File: src/rtl/btn_conditioner.sv
// ============================================================================
//  Module   : btn_conditioner
//  Purpose  : Synchronizes, debounces and decodes raw push-button levels into
//             level, press, release, long-press and auto-repeat events.
//  Revision : 1.0  initial release
// ============================================================================
`default_nettype none

module btn_conditioner #(
    parameter int N_BTN         = 3,
    parameter int DB_CYCLES     = 4,
    parameter int HOLD_CYCLES   = 16,
    parameter int REPEAT_CYCLES = 8,
    parameter int CNT_W         = 8
) (
    input  logic             clk,
    input  logic             rst,
    input  logic [N_BTN-1:0] btn,
    output logic [N_BTN-1:0] btn_level,
    output logic [N_BTN-1:0] press_pulse,
    output logic [N_BTN-1:0] release_pulse,
    output logic [N_BTN-1:0] hold_pulse,
    output logic [N_BTN-1:0] repeat_pulse
);

    // Terminal counts are compared one below the target so the event and the
    // counter clear land on the same edge as the count reaching the target.
    localparam logic [CNT_W-1:0] c_db_last   = CNT_W'(DB_CYCLES - 1);
    localparam logic [CNT_W-1:0] c_hold_last = CNT_W'(HOLD_CYCLES - 1);
    localparam logic [CNT_W-1:0] c_rep_last  = CNT_W'(REPEAT_CYCLES - 1);
    localparam logic [CNT_W-1:0] c_cnt_max   = {CNT_W{1'b1}};

    typedef enum logic [1:0] {
        ST_IDLE    = 2'b00,
        ST_PRESSED = 2'b01,
        ST_HELD    = 2'b10
    } state_t;

    // Plain two-flop synchronizer; nothing may sit between the stages.
    logic [N_BTN-1:0] sync1_q;
    logic [N_BTN-1:0] sync2_q;

    always_ff @(posedge clk or posedge rst) begin
        if (rst) begin
            sync1_q <= '0;
            sync2_q <= '0;
        end else begin
            sync1_q <= btn;
            sync2_q <= sync1_q;
        end
    end

    for (genvar i = 0; i < N_BTN; i++) begin : g_btn
        state_t           state_q,    state_d;
        logic [CNT_W-1:0] db_cnt_q,   db_cnt_d;
        logic [CNT_W-1:0] hold_cnt_q, hold_cnt_d;
        logic             level_q,    level_d;
        logic             press_q,    press_d;
        logic             release_q,  release_d;
        logic             hold_q,     hold_d;
        logic             repeat_q,   repeat_d;

        always_comb begin
            db_cnt_d = db_cnt_q;
            level_d  = level_q;
            if (sync2_q[i] == level_q) begin
                db_cnt_d = '0;
            end else if (db_cnt_q == c_db_last) begin
                level_d  = ~level_q;
                db_cnt_d = '0;
            end else begin
                db_cnt_d = db_cnt_q + 1'b1;
            end
        end

        // Decodes on the next debounced level so every pulse coincides with
        // the first cycle of the new level.
        always_comb begin
            state_d    = state_q;
            hold_cnt_d = hold_cnt_q;
            press_d    = 1'b0;
            release_d  = 1'b0;
            hold_d     = 1'b0;
            repeat_d   = 1'b0;
            case (state_q)
                ST_IDLE: begin
                    if (level_d) begin
                        state_d    = ST_PRESSED;
                        press_d    = 1'b1;
                        hold_cnt_d = '0;
                    end
                end
                ST_PRESSED: begin
                    if (!level_d) begin
                        state_d    = ST_IDLE;
                        release_d  = 1'b1;
                        hold_cnt_d = '0;
                    end else if (hold_cnt_q == c_hold_last) begin
                        state_d    = ST_HELD;
                        hold_d     = 1'b1;
                        hold_cnt_d = '0;
                    end else begin
                        hold_cnt_d = hold_cnt_q + 1'b1;
                    end
                end
                ST_HELD: begin
                    if (!level_d) begin
                        state_d    = ST_IDLE;
                        release_d  = 1'b1;
                        hold_cnt_d = '0;
                    end else if (REPEAT_CYCLES == 0) begin
                        if (hold_cnt_q != c_cnt_max) begin
                            hold_cnt_d = hold_cnt_q + 1'b1;
                        end
                    end else if (hold_cnt_q == c_rep_last) begin
                        repeat_d   = 1'b1;
                        hold_cnt_d = '0;
                    end else begin
                        hold_cnt_d = hold_cnt_q + 1'b1;
                    end
                end
                default: begin
                    state_d    = ST_IDLE;
                    hold_cnt_d = '0;
                end
            endcase
        end

        always_ff @(posedge clk or posedge rst) begin
            if (rst) begin
                state_q    <= ST_IDLE;
                db_cnt_q   <= '0;
                hold_cnt_q <= '0;
                level_q    <= 1'b0;
                press_q    <= 1'b0;
                release_q  <= 1'b0;
                hold_q     <= 1'b0;
                repeat_q   <= 1'b0;
            end else begin
                state_q    <= state_d;
                db_cnt_q   <= db_cnt_d;
                hold_cnt_q <= hold_cnt_d;
                level_q    <= level_d;
                press_q    <= press_d;
                release_q  <= release_d;
                hold_q     <= hold_d;
                repeat_q   <= repeat_d;
            end
        end

        assign btn_level[i]     = level_q;
        assign press_pulse[i]   = press_q;
        assign release_pulse[i] = release_q;
        assign hold_pulse[i]    = hold_q;
        assign repeat_pulse[i]  = repeat_q;
    end

endmodule

`default_nettype wire

File: config.mk
export PLATFORM = sky130hd
export DESIGN_NAME = btn_conditioner
export DESIGN_NICKNAME = d
export VERILOG_FILES = /design/src/rtl/btn_conditioner.sv
export SDC_FILE = /design/constraint.sdc
export NUM_CORES = 1
export LEC_CHECK = 0
export ABC_AREA = 1
export BUFFER_PORTS_ARGS = -buffer_cell sky130_fd_sc_hd__buf_2
export CORE_ASPECT_RATIO = 2
export CORE_MARGIN = 2
export CORE_UTILIZATION = 30
export CTS_BUF_LIST = sky130_fd_sc_hd__clkbuf_8 sky130_fd_sc_hd__clkbuf_16
export DETAILED_ROUTE_END_ITERATION = 16
export HOLD_SLACK_MARGIN = 0.15
export PLACE_DENSITY_LB_ADDON = 0.12
export SYNTH_ARGS = -nofsm -noshare
export SYNTH_HDL_FRONTEND = slang
export SYNTH_SLANG_ARGS = --single-unit
export TNS_END_PERCENT = 1
File: constraint.sdc
create_clock -name clk -period 4.45 [get_ports clk]
set_input_delay 0.2225 -clock clk [delete_from_list [all_inputs] [get_ports clk]]
set_output_delay 0.2225 -clock clk [all_outputs]
set_load 0.01 [all_outputs]
==> key figures, run 1 <==
Setup path
  – R2R Setup Slk: 2.79 ns
  – Crit path required time: 4.68 ns
  – R2r worst-path depth: 8
  – Crit path DAT: 1.89 ns
  – Critical R2R Launch: g_btn[2].db_cnt_q[0]
  – Critical path launch point: g_btn[2].db_cnt_q[0]
  – Worst path slowest cell: dfrtp_1
  – Critical path launch point type: register
  – FF-to-FF End: g_btn[2].repeat_q
  – Largest stage delay, worst path: 0.39 ns
  – Critical path buffer and inverter count: 0
  – CP dominant cell by count: nand2_1
  – Critical path type: register to register
  – CP Max Fanout: 15
  – Top Family by Delay on Critical Path: simple AND/OR/NAND/NOR gates
  – Sequence of cells on the critical path: ha_1 > nand2_1 > nor2_4 > nand2_2 > nand2_1 > nand2_2 > nand2_1 > nor3_1
  – CP Capture Type: register

Place
  – Hpwl dp: 6513 um
  – DP Area: 4486 um2
  – Gpl congestion: 0.7668
  – Port bufs: 19

Timing
  – Setup TNS: 0 ns
  – Maximum clock rate: 601.5 MHz
  – RSZ-0062 raised after global routing: false
  – Final period util: 37.36%
  – Setup violations, final: 0
  – Setup Skew: 0.005469 ns
  – Slew margin rel.: 57.21%
  – Final Hold Fails: 0
  – Slew Viols, Final: 0
  – Minimum clock period: 1.663 ns
  – Measured slew at the worst slew-check pin: 0.6419 ns

GRT
  – Global routing usage on met2: 24.16%
  – GRT Residual Overflow: 0
  – Number of global-route vias before repair: 3577
  – Met1 Usage GRT: 13.66%
  – Largest net degree at the start of global routing: 50
  – Most used routing layer: met2
  – First-pass GRT wire length: 15990 um
  – Total GRT Usage: 13.06%
  – Initial antenna violation count: 0
  – Global Route met3 Usage: 2.612%

CTS
  – TritonCTS clock tree: built
  – Clock root buffer: clkbuf_16
  – Setup bufs post-CTS: 0
  – Clock transition at path regs: 0.06 ns
  – Post_cts resized: 0
  – Clk sinks: 75
  – Clk buf depth: 2
  – Latest clock arrival within the worst-skew pair: 0.33 ns
  – CTS HTree Levels: 3
  – CTS Hold Buffers Added: 4
  – CTS Buf Count: 9

Die
  – Die Y: 174.1 um
  – Die footprint: 15500 um2
  – Core Region: 14270 um2
  – I/O Pins: 20
  – Starting Density: 30.41%
  – Rows: 62
  – Die X-Extent: 89.06 um

Synthesis
  – Synth async-reset ratio: 100.0%
  – Cells after Synth: 547
  – Ys Warns: 0
  – Synth top area share: 43.24%
  – Post-synth cell types: 32
  – Post-synthesis register bit count: 75
  – Register area share after synthesis: 43.24%
  – Post-Syn Area: 4340 um2
  – Main synth FF type: dfrtp_1
  – Avg Synthesized Cell Area: 7.935 um2
  – Largest area contributor in the netlist: dfrtp_1
  – Syn nets: 567
  – Top cells by area, synth: dfrtp_1, nand2_1, nor2_1, inv_1, nand3_1
  – Post-synth EDFFs: 0

Finish
  – Final Cell Area: 4827 um2
  – Share of cells above drive strength 1: 15.71%
  – Post-layout nets: 575
  – Fillers: 1540
  – Area Growth Syn to Fin: 11.21%
  – Ant. Diodes: 0

Routing
  – Antenna Violating Nets Remaining: 0
  – Via density: 4.459
  – Final wirelength: 9002 um
  – WL/cell: 11.97 um
  – Remaining DRCs: 0
  – Detailed-route via count: 3353
  – Iter 0 DRT Violations: 81
  – DRT Pass-1 Iters: 4

Worst hold path
  – Hold Crit Depth: 0
  – Worst Hold End: sync2_q[1]
  – HP Class: register to register
  – Hold path startpoint: sync1_q[1]

Power
  – Pleak: 2.438 nW
  – Maximum vdd ir drop: 156.1 uV
  – PD cells: 469.5 nW/um2

Job
  – Max_cap viols: 0

Status
  – Run status: complete, no violations
-- cell usage in the layout (no fill, tap or decap), drive strengths merged --
| master | instances |
|---|---|
| xor2 | 16 |
| dlygate4sd3 | 4 |
| nor3 | 10 |
| nand3 | 49 |
| o211ai | 6 |
| or2 | 4 |
| nand4 | 5 |
| dfrtp | 75 |
| clkinvlp | 2 |
| ha | 15 |
| inv | 66 |
| clkinv | 3 |
| o21ai | 7 |
| o21bai | 1 |
| a21oi | 6 |
| clkbuf | 9 |
| a31oi | 1 |
| buf | 20 |
| bufinv | 1 |
| o2111ai | 5 |
| nand2 | 157 |
| nand3b | 3 |
| nor3b | 4 |
| nor2 | 87 |
| xnor2 | 4 |
-- power by group --
| group | switching [W] | total (W) | internal (W) |
|---|---|---|---|
| sequential | 0.0000679 | 0.000839 | 0.000771 |
| combinational | 0.000480 | 0.000680 | 0.000200 |
| clock | 0.000309 | 0.000748 | 0.000439 |
-- cells in the mapped netlist, drive strengths merged (5+ instances only) --
library cell,number
inv,65
o2111ai,5
nand2,157
o21ai,7
xor2,16
nand3,49
ha,15
a21oi,6
nand4,5
nor3,10
dfrtp,75
nor2,87
o211ai,6
buf,25
-- cell families after synthesis --
kind of cell | synth area share (%)
AND/OR/NAND/NOR | 34.16
XOR/XNOR | 4.036
flip-flops | 43.24
adder cells (fa/ha/maj) | 4.324
AO/OA/AOI/OAI | 4.036
buffers and inverters | 10.20
-- per-layer routing --
metal | up-vias | part of all wire, % | wire [um]
met5 | - | 0 | 0
met4 | 0 | 1.6 | 147
met3 | 9 | 2.1 | 188
met2 | 35 | 56 | 5078
met1 | 1600 | 40 | 3587
li1 | 1709 | - | -
-- registers in the layout, summed over array words and instances, names as in the netlist --
signal and count:
sync2_q 3, g_btn.hold_q 3, g_btn.hold_cnt_q 24, g_btn.release_q 3, g_btn.db_cnt_q 24, sync1_q 3
g_btn.repeat_q 3, g_btn.level_q 3, g_btn.state_q 6, g_btn.press_q 3
-- worst max path at each step --
stage,endpoint,cells past startpoint
after floorplan,g_btn[0].db_cnt_q[0],1
final,g_btn[2].repeat_q,8
after detailed placement,g_btn[2].repeat_q,8
after CTS,g_btn[2].repeat_q,8
after global placement,g_btn[2].repeat_q,8
after global routing,g_btn[2].state_q[1],10
-- layout make-up --
cell class	count	area (um2)	area share [%]
well taps	192	240.2	4.977
repair buffers	24	142.6	2.955
inverters	65	245.2	5.080
multi-input cells	380	2021	41.86
clock buffers	9	225.2	4.666
flip-flops and latches	75	1877	38.88
clock inverters	7	76.32	1.581
-- metrics by stage --
stage	total power [W]	std cells	hold slack (ns)	util (%)	worst slack, ns
finish	0.002267	752	0.3533	33.82	2.787
global route	0.002435	752	0.3666	33.82	2.620
CTS	0.002317	752	0.3576	33.82	2.768
detailed placement	0.001544	732	0.2659	31.43	2.778
global placement	0.001544	732	0.2572	31.43	2.798
floorplan	0.001432	547	0.2539	-	2.318
Note: power is estimated with default switching activity, not from simulation.
==> run 2, diff against run 1 <==
==> constraint.sdc (replaced) <==
create_clock -name clk -period 1.65 [get_ports clk]
set_input_delay 0.0825 -clock clk [delete_from_list [all_inputs] [get_ports clk]]
set_output_delay 0.0825 -clock clk [all_outputs]
set_load 0.01 [all_outputs]
==> key figures, run 2 (synthesis results as in run 1) <==
Finish
  – Final Core Density: 35.12%
  – Area Growth Syn to Fin: 15.48%
  – Most frequent cells in the layout: nand2_1, nor2_1, dfrtp_1
  – Final Non-Filler Cells: 763
  – Biggest regs: g_btn.db_cnt_q: 24 flops, g_btn.hold_cnt_q: 24 flops, g_btn.state_q: 6 flops
  – Commonest non-fill, non-tap cell in the layout: nand2_1
  – Fillers: 1508
  – Share of cells above drive strength 1: 18.91%
  – Post-layout nets: 586
  – Ant. Diodes: 0

Setup path
  – Crit path DAT: 1.78 ns
  – Critical path launch point: g_btn[2].hold_cnt_q[0]
  – CP Max Fanout: 5
  – R2R Setup Slk: 0.1 ns
  – R2r worst-path depth: 8
  – CP Capture Type: register
  – Critical path type: register to register
  – Critical path launch point type: register
  – Crit path required time: 1.88 ns
  – Critical R2R Launch: g_btn[2].hold_cnt_q[0]

Timing
  – Setup violations, final: 0
  – Slew Viols, Final: 0
  – Measured slew at the worst slew-check pin: 0.4393 ns
  – RSZ-0062 raised after global routing: true
  – Maximum clock rate: 644.3 MHz
  – Setup Skew: 0.007120 ns
  – Final Hold Fails: 0
  – Slew margin rel.: 70.72%
  – Hold WS: 0.3544 ns
  – Setup TNS: 0 ns
  – Final period util: 94.06%
  – Minimum clock period: 1.552 ns

CTS
  – CTS HTree Levels: 3
  – Latest clock arrival within the worst-skew pair: 0.34 ns
  – Clk sinks: 75
  – CTS Buf Count: 9
  – Clock transition at path regs: 0.06 ns
  – TritonCTS clock tree: built
  – Clock root buffer: clkbuf_16
  – Clk buf depth: 2

Die
  – Die X-Extent: 89.06 um
  – Rows: 62
  – Core Region: 14270 um2
  – Die footprint: 15500 um2
  – Starting Density: 30.41%
  – Die Y: 174.1 um
  – I/O Pins: 20

Routing
  – Iter 0 DRT Violations: 120
  – DRT Pass-1 Iters: 4
  – WL/cell: 12.19 um
  – Detailed-route via count: 3408
  – Remaining DRCs: 0
  – Via density: 4.467
  – Antenna Violating Nets Remaining: 0
  – Final wirelength: 9300 um

Status
  – Run status: complete, no violations

GRT
  – Largest net degree at the start of global routing: 76
  – Initial antenna violation count: 0
  – Number of global-route vias before repair: 3464
  – Total GRT Usage: 13.13%
  – GRT Residual Overflow: 0
  – First-pass GRT wire length: 15750 um

Power
  – Flop pwr share: 35.3%
  – Pleak: 2.503 nW
  – Switch share: 36.81%
  – PD cells: 1280 nW/um2
  – Maximum vdd ir drop: 439.2 uV
  – Cell Int Power: 0.004055 W
  – Comb pwr share: 31.6%
  – Psw: 0.002362 W
  – Total power: 0.006417 W
  – Clock power frac: 33.1%

Place
  – Gpl congestion: 0.7916
  – Port bufs: 19
  – Placed Cells: 741
  – Hpwl dp: 6764 um

Worst hold path
  – Hold path startpoint: sync1_q[0]
  – Hold Crit Depth: 0
  – HP Class: register to register

Job
  – Max_cap viols: 0
==> run 2: worst max-delay path, stage by stage, from the launching register on <==
cell and delay, ns:
dfrtp_1 0.39, ha_1 0.20, nand3_1 0.19, nor2_2 0.27, inv_1 0.08, nand3_1 0.10, nand3_1 0.10, nand2_1 0.07
nand2_1 0.04
==> run 2: layout make-up <==
class	count	area, um2	area share [%]
clock buffers	9	225.2	4.493
clock inverters	7	93.84	1.872
flip-flops and latches	75	1877	37.44
repair buffers	35	237.7	4.743
inverters	65	252.7	5.042
well taps	192	240.2	4.793
multi-input cells	380	2086	41.61
==> run 2: per-layer routing <==
metal	GRT usage (%)	wire length, um	share of wire, %
met1	13.27	3483	37
met2	24.25	5332	57
met3	2.564	190	2.0
met4	6.779	293	3.2
met5	0	0	0
==> run 2: through the flow <==
stage | setup WS (ns) | area (um2)
final | 0.09795 | 5012
after global routing | -0.04182 | 5012
after CTS | 0.02503 | 4932
after detailed placement | -0.009889 | 4568
after global placement | 0.03011 | 4568
after floorplan | 0.2538 | 4344
==> run 2: what timing repair did <==
item                                    in CTS  in global routing
pin swaps                                    0                  3
hold endpoints to repair                    78                  0
hold buffers                                 4                  0
endpoints found under the setup margin       1                 33
gates resized for setup                      1                 16
cloned                                       0                  0
setup buffers                                0                  2
==> run 2: power by group through the flow <==
stage	logic, W	registers [W]	clock network (W)
global placement	0.00194	0.00228	0
detailed placement	0.00195	0.00229	0
CTS	0.00197	0.00226	0.00221
finish	0.00203	0.00227	0.00213
global route	0.00233	0.00230	0.00228
floorplan	0.00161	0.00225	0
==> run 2: final timing paths <==
path / end
max in group asynchronous: g_btn[0].db_cnt_q[5]
worst min-delay path: sync2_q[0]
worst max register to register: g_btn[2].state_q[1]
worst max-delay path: g_btn[2].state_q[1]
min in group asynchronous: g_btn[2].hold_cnt_q[3]
worst min register to register: sync2_q[0]
==> run 3, diff against run 2 <==
--- a/config.mk
+++ b/config.mk
@@ -10,7 +10,6 @@
 export CORE_ASPECT_RATIO = 2
 export CORE_MARGIN = 2
 export CORE_UTILIZATION = 30
-export CTS_BUF_LIST = sky130_fd_sc_hd__clkbuf_8 sky130_fd_sc_hd__clkbuf_16
 export DETAILED_ROUTE_END_ITERATION = 16
 export HOLD_SLACK_MARGIN = 0.15
 export PLACE_DENSITY_LB_ADDON = 0.12
==> key figures, run 3 (synthesis results as in run 1) <==
Routing
  – DRT Pass-1 Iters: 4
  – Final wirelength: 9305 um
  – Via density: 4.468
  – Detailed-route via count: 3409
  – WL/cell: 12.20 um
  – Antenna Violating Nets Remaining: 0
  – Iter 0 DRT Violations: 121
  – Remaining DRCs: 0

Setup path
  – Critical R2R Launch: g_btn[2].hold_cnt_q[0]
  – FF-to-FF End: g_btn[2].state_q[1]
  – Largest stage delay, worst path: 0.39 ns
  – Top Family by Delay on Critical Path: simple AND/OR/NAND/NOR gates
  – Critical path buffer and inverter count: 1
  – CP Capture Type: register
  – Crit path required time: 1.88 ns
  – Number of stages on the worst setup path: 8
  – CP dominant cell by count: nand3_1
  – Worst path slowest cell: dfrtp_1
  – CP Max Fanout: 5
  – Sequence of cells on the critical path: ha_1 > nand3_1 > nor2_2 > inv_1 > nand3_1 > nand3_1 > nand2_1 > nand2_1
  – Crit path DAT: 1.78 ns
  – R2R Setup Slk: 0.10 ns
  – R2r worst-path depth: 8
  – Critical path launch point type: register
  – Critical path type: register to register

Timing
  – Setup TNS: 0 ns
  – Slew margin rel.: 70.72%
  – Minimum clock period: 1.547 ns
  – Final period util: 93.77%
  – Slew Viols, Final: 0
  – RSZ-0062 raised after global routing: true
  – Setup Skew: 0.007154 ns
  – Hold WS: 0.3544 ns
  – Measured slew at the worst slew-check pin: 0.4393 ns
  – Setup violations, final: 0
  – Maximum clock rate: 646.3 MHz
  – Final Hold Fails: 0

Worst hold path
  – HP Class: register to register
  – Worst Hold End: sync2_q[0]
  – Hold Crit Depth: 0
  – Hold path startpoint: sync1_q[0]

Place
  – Gpl congestion: 0.7916
  – DP Area: 4568 um2
  – Hpwl dp: 6764 um
  – Port bufs: 19
  – Placed Cells: 741

Status
  – Run status: complete, no violations

Die
  – Rows: 62
  – Starting Density: 30.41%
  – Die X-Extent: 89.06 um
  – Die Y: 174.1 um
  – Core Region: 14270 um2
  – I/O Pins: 20
  – Die footprint: 15500 um2

Finish
  – Register area: 1877 um2
  – Final Core Density: 35.12%
  – Share of cells above drive strength 1: 18.91%
  – Biggest regs: g_btn.db_cnt_q: 24 flops, g_btn.hold_cnt_q: 24 flops, g_btn.state_q: 6 flops
  – Final Cell Area: 5012 um2
  – Most frequent cells in the layout: nand2_1, nor2_1, dfrtp_1
  – Area Growth Syn to Fin: 15.48%
  – Ant. Diodes: 0
  – Final Non-Filler Cells: 763
  – Multi-input logic area: 2086 um2
  – Fillers: 1508
  – Post-layout nets: 586
  – Commonest non-fill, non-tap cell in the layout: nand2_1

GRT
  – Total GRT Usage: 13.13%
  – Number of global-route vias before repair: 3464
  – GRT Residual Overflow: 0
  – First-pass GRT wire length: 15750 um
  – Met1 Usage GRT: 13.27%
  – Most used routing layer: met2
  – Largest net degree at the start of global routing: 76
  – Global routing usage on met2: 24.25%
  – Initial antenna violation count: 0
  – Global Route met3 Usage: 2.564%

CTS
  – Latest clock arrival within the worst-skew pair: 0.34 ns
  – CTS HTree Levels: 3
  – CTS Buf Count: 9
  – TritonCTS clock tree: built
  – Clock transition at path regs: 0.06 ns
  – Clock root buffer: clkbuf_16
  – Clk sinks: 75
  – Clk buf depth: 2

Job
  – Max_cap viols: 0

Power
  – Pleak: 2.498 nW
  – PD cells: 1282 nW/um2
  – Maximum vdd ir drop: 439.2 uV
[run 3: area by class of cell]
class / instances / share of cell area (%)
multi-input combinational: 380 / 41.61
clock inverter: 6 / 1.797
inverter: 65 / 5.042
tap: 192 / 4.793
timing repair buffer: 35 / 4.743
sequential: 75 / 37.44
clock buffer: 10 / 4.568
[run 3: worst register-to-register path: stages (launching register included)]
cell and delay (ns):
dfrtp_1 0.39, ha_1 0.20, nand3_1 0.19, nor2_2 0.27
inv_1 0.08, nand3_1 0.10, nand3_1 0.10, nand2_1 0.07
nand2_1 0.04
[run 3: what timing repair did]
action,CTS,global route
pin swaps,0,3
hold buffers,4,0
setup buffers,0,2
setup endpoints to repair,1,33
hold endpoints to repair,78,0
gates resized for setup,1,16
[run 3: worst max-delay path by stage]
| stage | start | to | slack (ns) |
|---|---|---|---|
| after floorplan | g_btn[1].db_cnt_q[0] | g_btn[1].hold_cnt_q[3] | 0.25 |
| after global placement | g_btn[2].db_cnt_q[0] | g_btn[2].repeat_q | 0.03 |
| after detailed placement | g_btn[2].db_cnt_q[0] | g_btn[2].repeat_q | -0.01 |
| after CTS | g_btn[1].db_cnt_q[0] | g_btn[1].state_q[1] | 0.03 |
| after global routing | g_btn[2].hold_cnt_q[0] | g_btn[2].state_q[1] | -0.04 |
| final | g_btn[2].hold_cnt_q[0] | g_btn[2].state_q[1] | 0.10 |
[run 3: metal layers]
metal	wire length [um]	vias to the layer above
met3	192	21
met5	0	-
met2	5332	36
li1	-	1734
met1	3487	1618
met4	293	0
[run 3: report_power, final]
group | total, W | leakage (nW) | internal (W) | switching (W)
clock | 0.00213 | 0.141 | 0.00132 | 0.000808
combinational | 0.00203 | 1.34 | 0.000657 | 0.00137
sequential | 0.00227 | 1.01 | 0.00208 | 0.000186
total | 0.00643 | 2.50 | 0.00406 | 0.00236
[run 3: stage by stage]
stage               setup slack (ns)  power (W)
floorplan                     0.2538   0.003862
global placement             0.03011   0.004224
detailed placement         -0.009889   0.004240
CTS                          0.02503   0.006444
global route                -0.04213   0.006906
finish                        0.1028   0.006426
